### src/rtl/pong_pkg.sv
// Shared Pong definitions: screen size, ball geometry, ball FSM state codes
// and the paddle hit-window test used by the ball engine.
package pong_pkg;

   localparam int COORD_W = 11;
   localparam int SCORE_W = 4;

   localparam int H_RES = 640;
   localparam int V_RES = 480;

   localparam logic [COORD_W-1:0] CENTRE_X = COORD_W'(H_RES / 2);
   localparam logic [COORD_W-1:0] CENTRE_Y = COORD_W'(V_RES / 2);

   // Paddle half-height plus ball half-size, in 12 bits so that the window
   // sums below cannot wrap.
   localparam logic [COORD_W:0]   HIT_HALF = 12'd64;
   localparam logic [COORD_W-1:0] P1_HIT_X = 11'd34;
   localparam logic [COORD_W-1:0] P2_HIT_X = 11'd606;
   localparam logic [COORD_W-1:0] Y_MIN    = 11'd4;
   localparam logic [COORD_W-1:0] Y_MAX    = 11'd475;
   localparam logic [COORD_W-1:0] GOAL_L   = 11'd4;
   localparam logic [COORD_W-1:0] GOAL_R   = 11'd636;

   // Ball FSM state codes
   localparam logic [1:0] ST_SERVE = 2'd0;
   localparam logic [1:0] ST_PLAY  = 2'd1;
   localparam logic [1:0] ST_OVER  = 2'd2;

   // True when the ball centre lies within HIT_HALF of the paddle centre.
   // Both sides are widened to 12 bits and only additions are used, so a
   // paddle near the top edge never produces an underflowed bound.
   function automatic logic in_window(input logic [COORD_W-1:0] pad_y,
                                      input logic [COORD_W-1:0] ball_y);
      logic [COORD_W:0] pad_w;
      logic [COORD_W:0] ball_w;
      pad_w  = {1'b0, pad_y};
      ball_w = {1'b0, ball_y};
      return (pad_w <= ball_w + HIT_HALF) && (ball_w <= pad_w + HIT_HALF);
   endfunction

endpackage

### src/rtl/move_tick_gen.sv
// Move-tick generator: divides clk by DIV while en is high.
// Ports:
//   clk, rst : clock, asynchronous active-high reset
//   en       : counter advances only while high
//   tick     : one-cycle strobe when en=1 and the counter is at DIV-1
module move_tick_gen #(
   parameter int DIV = 131072
) (
   input  logic clk,
   input  logic rst,
   input  logic en,
   output logic tick
);

   localparam int CW = (DIV > 1) ? $clog2(DIV) : 1;
   localparam logic [CW-1:0] LAST = CW'(DIV - 1);

   logic [CW-1:0] cnt_q;
   logic [CW-1:0] cnt_d;

   always_comb begin
      tick  = en && (cnt_q == LAST);
      cnt_d = cnt_q;
      if (en) begin
         cnt_d = tick ? '0 : cnt_q + 1'b1;
      end
   end

   always_ff @(posedge clk or posedge rst) begin
      if (rst) cnt_q <= '0;
      else     cnt_q <= cnt_d;
   end

endmodule

### src/rtl/ball_engine.sv
// Pong ball engine: moves the ball one pixel per axis per move tick, bounces
// it off the top/bottom walls and the two paddle faces, detects goals, keeps
// score and stops the game when a player reaches WIN_SCORE.
// Ports:
//   clk, rst           : clock, asynchronous active-high reset
//   en                 : run enable; low freezes everything
//   p1_y, p2_y         : paddle centre y, sampled on move ticks only
//   ball_x, ball_y     : registered ball centre
//   p1_score, p2_score : registered scores
//   p1_point, p2_point : one-cycle pulse on the tick a point is scored
//   game_over          : high once either score reaches WIN_SCORE
module ball_engine
   import pong_pkg::*;
#(
   parameter int TICK_DIV    = 131072,
   parameter int SERVE_TICKS = 64,
   parameter int WIN_SCORE   = 9
) (
   input  logic               clk,
   input  logic               rst,
   input  logic               en,
   input  logic [COORD_W-1:0] p1_y,
   input  logic [COORD_W-1:0] p2_y,
   output logic [COORD_W-1:0] ball_x,
   output logic [COORD_W-1:0] ball_y,
   output logic [SCORE_W-1:0] p1_score,
   output logic [SCORE_W-1:0] p2_score,
   output logic               p1_point,
   output logic               p2_point,
   output logic               game_over
);

   localparam int SW = (SERVE_TICKS > 1) ? $clog2(SERVE_TICKS) : 1;
   localparam logic [SW-1:0]      SERVE_LAST = SW'(SERVE_TICKS - 1);
   localparam logic [SCORE_W-1:0] WIN        = SCORE_W'(WIN_SCORE);

   logic tick;

   move_tick_gen #(.DIV(TICK_DIV)) u_tick (
      .clk  (clk),
      .rst  (rst),
      .en   (en),
      .tick (tick)
   );

   // Direction flags: 1 means +1 (right / down), 0 means -1.
   logic [1:0]         state_q,     state_d;
   logic [COORD_W-1:0] x_q,         x_d;
   logic [COORD_W-1:0] y_q,         y_d;
   logic               dx_pos_q,    dx_pos_d;
   logic               dy_pos_q,    dy_pos_d;
   logic               serve_dy_q,  serve_dy_d;   // dy used by the latest serve
   logic [SW-1:0]      serve_cnt_q, serve_cnt_d;
   logic [SCORE_W-1:0] p1_score_q,  p1_score_d;
   logic [SCORE_W-1:0] p2_score_q,  p2_score_d;
   logic               p1_point_q,  p1_point_d;
   logic               p2_point_q,  p2_point_d;
   logic               game_over_q, game_over_d;

   logic y_flip, dy_new, p1_hit, p2_hit, goal_p1, goal_p2;

   always_comb begin
      state_d     = state_q;
      x_d         = x_q;
      y_d         = y_q;
      dx_pos_d    = dx_pos_q;
      dy_pos_d    = dy_pos_q;
      serve_dy_d  = serve_dy_q;
      serve_cnt_d = serve_cnt_q;
      p1_score_d  = p1_score_q;
      p2_score_d  = p2_score_q;
      p1_point_d  = 1'b0;
      p2_point_d  = 1'b0;

      // Wall and paddle tests both look at the registered position, so a
      // corner contact flips both directions on the same tick.
      y_flip  = (!dy_pos_q && (y_q <= Y_MIN)) || (dy_pos_q && (y_q >= Y_MAX));
      dy_new  = dy_pos_q ^ y_flip;
      p1_hit  = !dx_pos_q && (x_q == P1_HIT_X) && in_window(p1_y, y_q);
      p2_hit  =  dx_pos_q && (x_q == P2_HIT_X) && in_window(p2_y, y_q);
      goal_p2 = !dx_pos_q && (x_q == GOAL_L);
      goal_p1 =  dx_pos_q && (x_q == GOAL_R);

      if (tick) begin
         case (state_q)
            ST_SERVE: begin
               if (serve_cnt_q == SERVE_LAST) begin
                  state_d     = ST_PLAY;
                  serve_cnt_d = '0;
               end else begin
                  serve_cnt_d = serve_cnt_q + 1'b1;
               end
            end
            ST_PLAY: begin
               if (goal_p1 || goal_p2) begin
                  // Recentre and serve toward the player who conceded, with
                  // vertical direction alternating from serve to serve.
                  x_d        = CENTRE_X;
                  y_d        = CENTRE_Y;
                  dx_pos_d   = goal_p1;
                  serve_dy_d = ~serve_dy_q;
                  dy_pos_d   = ~serve_dy_q;
                  state_d    = ST_SERVE;
                  if (goal_p1) begin
                     p1_score_d = p1_score_q + 4'd1;
                     p1_point_d = 1'b1;
                     if (p1_score_d == WIN) state_d = ST_OVER;
                  end else begin
                     p2_score_d = p2_score_q + 4'd1;
                     p2_point_d = 1'b1;
                     if (p2_score_d == WIN) state_d = ST_OVER;
                  end
               end else begin
                  dy_pos_d = dy_new;
                  y_d      = dy_new ? y_q + 11'd1 : y_q - 11'd1;
                  if (p1_hit) begin
                     dx_pos_d = 1'b1;
                     x_d      = x_q + 11'd1;
                  end else if (p2_hit) begin
                     dx_pos_d = 1'b0;
                     x_d      = x_q - 11'd1;
                  end else begin
                     x_d = dx_pos_q ? x_q + 11'd1 : x_q - 11'd1;
                  end
               end
            end
            ST_OVER: begin
               // Held until reset.
            end
            default: state_d = ST_SERVE;
         endcase
      end

      game_over_d = (state_d == ST_OVER);
   end

   always_ff @(posedge clk or posedge rst) begin
      if (rst) begin
         state_q     <= ST_SERVE;
         x_q         <= CENTRE_X;
         y_q         <= CENTRE_Y;
         dx_pos_q    <= 1'b1;
         dy_pos_q    <= 1'b1;
         serve_dy_q  <= 1'b1;
         serve_cnt_q <= '0;
         p1_score_q  <= '0;
         p2_score_q  <= '0;
         p1_point_q  <= 1'b0;
         p2_point_q  <= 1'b0;
         game_over_q <= 1'b0;
      end else begin
         state_q     <= state_d;
         x_q         <= x_d;
         y_q         <= y_d;
         dx_pos_q    <= dx_pos_d;
         dy_pos_q    <= dy_pos_d;
         serve_dy_q  <= serve_dy_d;
         serve_cnt_q <= serve_cnt_d;
         p1_score_q  <= p1_score_d;
         p2_score_q  <= p2_score_d;
         p1_point_q  <= p1_point_d;
         p2_point_q  <= p2_point_d;
         game_over_q <= game_over_d;
      end
   end

   assign ball_x    = x_q;
   assign ball_y    = y_q;
   assign p1_score  = p1_score_q;
   assign p2_score  = p2_score_q;
   assign p1_point  = p1_point_q;
   assign p2_point  = p2_point_q;
   assign game_over = game_over_q;

endmodule

### config.mk
export PLATFORM = sky130hd
export DESIGN_NAME = ball_engine
export DESIGN_NICKNAME = d
export VERILOG_FILES = /design/src/rtl/pong_pkg.sv /design/src/rtl/move_tick_gen.sv /design/src/rtl/ball_engine.sv
export SDC_FILE = /design/constraint.sdc
export NUM_CORES = 1
export LEC_CHECK = 0
export CAP_MARGIN = 20
export CORE_ASPECT_RATIO = 0.9
export CORE_MARGIN = 8
export CORE_UTILIZATION = 52
export CTS_CLUSTER_DIAMETER = 80
export DETAILED_ROUTE_END_ITERATION = 7
export PLACE_DENSITY = 0.78
export SYNTH_ARGS = -nofsm -noshare
export SYNTH_HDL_FRONTEND = slang
export SYNTH_SLANG_ARGS = --single-unit
### constraint.sdc
create_clock -name clk -period 3.1 [get_ports clk]
set_clock_uncertainty 0.05 [all_clocks]
set_input_delay 0.62 -clock clk [delete_from_list [all_inputs] [get_ports clk]]
set_output_delay 0.62 -clock clk [all_outputs]
set_load 0.02 [all_outputs]
==> impl_results.md <==
- CP Capture Type: register
- Worst path bufs/invs: 4
- DRT Pass-1 Iters: 5
- Mapped Cells: 543
- Hold depth: 1
- Max Clk Rate: 302.1 MHz
- Power share of the clock group: 44.5%
- Hold Vio Cnt, Final: 0
- Post-synth top area cell: dfrtp_1
- Remaining Overflow, GRT: 0
- First-pass GRT wire length: 24540 µm
- Netlist cell types: 61
- CTS clk-pin slew, worst paths: 0.08 ns
- Share of layout cells above drive strength 1: 31.52%
- Initial antenna violation count: 0
- Largest net degree at the start of global routing: 34
- CP arrival: 3.54 ns
- GP Congestion: 0.9154
- Final Cell Area: 7089 µm²
- Number of flops mapped to enable cells by yosys: 0
- GRT Total Usage: 23.79%
- Cells on worst reg2reg path: 13
- VDD IR max: 0.2244 mV
- Top cells by area, synth: dfrtp_1, ha_1, dfstp_2, nand2_1, xnor2_1
- Max cap viols: 0
- IO Count: 58
- Failing checks: negative setup slack
- Setup ws final: -0.2107 ns
- Tot Pwr: 0.002011 W
- Antenna cells: 0
- Cts hold-fix bufs: 0
- Slew Viols, Final: 0
- Top_reg_cell synth: dfrtp_1
- LEAKAGE: 3.199 nW
- Family with the most delay on the worst path: compound AO/OA/AOI/OAI gates
- Sw Ratio: 25.69%
- CP Launch Type: register
- Register bit total from synthesis: 61
- Synthesized area: 4818 µm²
- Pre-CTS setup slack: -0.7891 ns
- P&R area growth vs syn: 47.13%
- Met2 routed WL: 7420 µm
- Final WL: 15550 µm
- RSZ-0062 raised after global routing: yes
- DP HPWL: 10550 µm
- CTS root buf: clkbuf_8
- Core area: 9042 µm²
- Crit path max fanout: 4
- Part of the power in combinational logic: 12.2%
- Crit path kind: register to register
- Routed wl met3: 1212 µm
- Rel. slew slack: 40.89%
- Worst-Margin Slew: 0.8786 ns
- Clock buffer count from CTS: 9
- Clk buf depth: 2
- WL per Instance: 18.54 µm
- Antenna viol nets, final: 0
- Clk sinks: 61
- CTS HTree Levels: 3
- Fillers: 558
- Final design utilization: 78.40%
- CTS tree: yes
- Internal: 0.001494 W
- Placed Instance Area: 6220 µm²
- WP data required: 3.33 ns
- Slowest stage delay, CP: 0.60 ns
- Clk_lat worst skew: 0.36 ns
- Die width: 117.5 µm
- Final worst-path cycle share: 106.8%
- Power Density: 283.7 nW/µm²
- Die area: 12610 µm²
- Remaining DRCs: 0
- Vias: 5023
- Sequential Power Share: 43.3%
- Vias in the first global route: 5058
- Die Ht: 107.3 µm
- Initial core utilization: 53.29%
- Number of port buffers: 57
- 1st-iter DRT viols: 374
- Total of warnings raised by yosys: 0
- Endpoints failing setup: 15
- Net Switching: 0.0005167 W
- CP cell instances: inv_1 > ha_1 > inv_2 > buf_4 > ha_1 > a21boi_1 > o21ai_1 > a31o_1 > a41oi_2 > or3_4 > buf_4 > a31oi_4 > o31ai_4
- Hold Crit Class: register to register
- Post-synthesis sequential area ratio: 31.91%
- Syn Area/Cell: 8.874 µm²
- Met1 Wirelength: 6470 µm
- Tmin final: 3.311 ns
- Synth async-reset ratio: 100.0%
- Syn_nets: 633
- Share of Yosys cell area claimed by the top area cell type: 27.01%
- Setup TNS: -1.252 ns
- Critical path depth in cells: 13
- FP Rows: 33
- Vias per cell: 5.987
- CP max-delay cell: dfstp_2
- Max layer used: met4
- Status: finished with violations
- Net count, final: 802
worst reg2reg max path, delay by kind of cell, from the launching register on:
family                     cells  cell delay, ns
and+or+nand+nor                1            0.45
buffers and inverters          4            0.45
adders and majority gates      2            0.62
DFF                            1            0.60
AOI/OAI and AO/OA              6            1.06
stage by stage:
step           hold slack, ns  cells
2_1_floorplan          0.3945    543
3_3_place_gp           0.4154    795
3_5_place_dp           0.4270    795
4_1_cts                0.4372    835
5_1_grt                0.4608    839
6_report               0.4383    839
power by group through the flow:
stage / combinational, W / clock (W) / sequential (W)
after global placement: 0.000223 / 0 / 0.000878
after CTS: 0.000245 / 0.000900 / 0.000867
final: 0.000246 / 0.000895 / 0.000870
after detailed placement: 0.000236 / 0 / 0.000882
after global routing: 0.000280 / 0.000932 / 0.000876
after floorplan: 0.000133 / 0 / 0.000873
final timing paths:
| path | startpoint | end | slack (ns) |
|---|---|---|---|
| setup reg to reg | ball_y[6] | ball_x[6] | -0.21 |
| max in group asynchronous | rst | serve_dy_q | 1.69 |
| min in group asynchronous | rst | u_tick.cnt_q[2] | 0.63 |
| hold / removal | serve_cnt_q[5] | serve_cnt_q[5] | 0.44 |
| setup / recovery | ball_y[6] | ball_x[6] | -0.21 |
| hold reg to reg | serve_cnt_q[5] | serve_cnt_q[5] | 0.44 |
Yosys cell counts, types with 13 or more instances:
| library cell | count |
|---|---|
| nor2_1 | 30 |
| xnor2_1 | 21 |
| and3_1 | 14 |
| nand4_1 | 13 |
| xor2_1 | 18 |
| o21ai_0 | 33 |
| dfrtp_1 | 52 |
| nand2_1 | 50 |
| a21oi_1 | 35 |
| inv_1 | 38 |
| nand3_1 | 31 |
| ha_1 | 64 |
layout by cell type, fill, tap and decap left out, drive strengths merged, types with 3 or more instances in the layout:
cell           synthesis  final
a22oi                  3      3
o21ai                 35     35
dlygate4sd2            0      4
or3                   13     13
nor2                  31     31
nor2b                  7      7
mux2                   3      3
ha                    64     64
nor4                   8      8
xor2                  18     18
and3                  14     14
o2111ai                3      3
dfstp                  9      9
xnor2                 21     21
clkdlybuf4s15          0      3
nand3                 31     31
o211ai                 6      6
clkinv                 0      3
nand4                 14     14
inv                   38     39
o22ai                  4      4
bufinv                 0      3
clkdlybuf4s50          0     48
clkbuf                 6      9
dfrtp                 52     52
and2                   3      3
a21o                   8      8
o31ai                  5      5
a31oi                  6      6
nand2                 50     50
a21oi                 35     35
mux2i                  6      6
buf                    8    117
nand2b                 4      4
nor3                  11     11
cell type report:
cell class / count / area [µm²] / area share, %
clock buffers: 9 / 123.9 / 1.747
clock inverters: 7 / 121.4 / 1.712
inverters: 38 / 142.6 / 2.012
multi-input cells: 430 / 3537 / 49.89
flip-flops and latches: 61 / 1540 / 21.73
well taps: 122 / 152.6 / 2.153
repair buffers: 172 / 1471 / 20.76
registers in the layout (all words and copies together), names as in the netlist:
name,cells
ball_x,11
ball_y,11
dx_pos_q,1
dy_pos_q,1
game_over,1
p1_point,1
p1_score,4
p2_point,1
p2_score,4
serve_cnt_q,6
serve_dy_q,1
state_q,2
u_tick.cnt_q,17
cell families (layout without fill, tap and decap cells):
group / count (synthesis) / after routing / share of synthesized area [%]
AND/OR/NAND/NOR: 195 / 195 / 21.37
XOR/XNOR: 39 / 39 / 7.089
flip-flops: 61 / 61 / 31.91
multiplexers: 9 / 9 / 1.948
buffers and inverters: 52 / 226 / 4.518
adder cells (fa/ha/maj): 65 / 65 / 17.03
AO/OA/AOI/OAI: 122 / 122 / 16.13
what timing repair did:
item                                    4_1_cts  5_1_grt
gates resized for setup                      87       20
endpoints found under the hold margin         0        0
pin swaps                                    50       18
endpoints found under the setup margin       14       23
setup buffers                                24        4
layer usage:
metal	global-route usage, %	vias up
met5	0	-
met4	9.772	0
met3	6.083	54
met2	39.91	240
met1	28.80	2430
li1	-	2299
No activity file was read; power rests on OpenSTA's default activity.
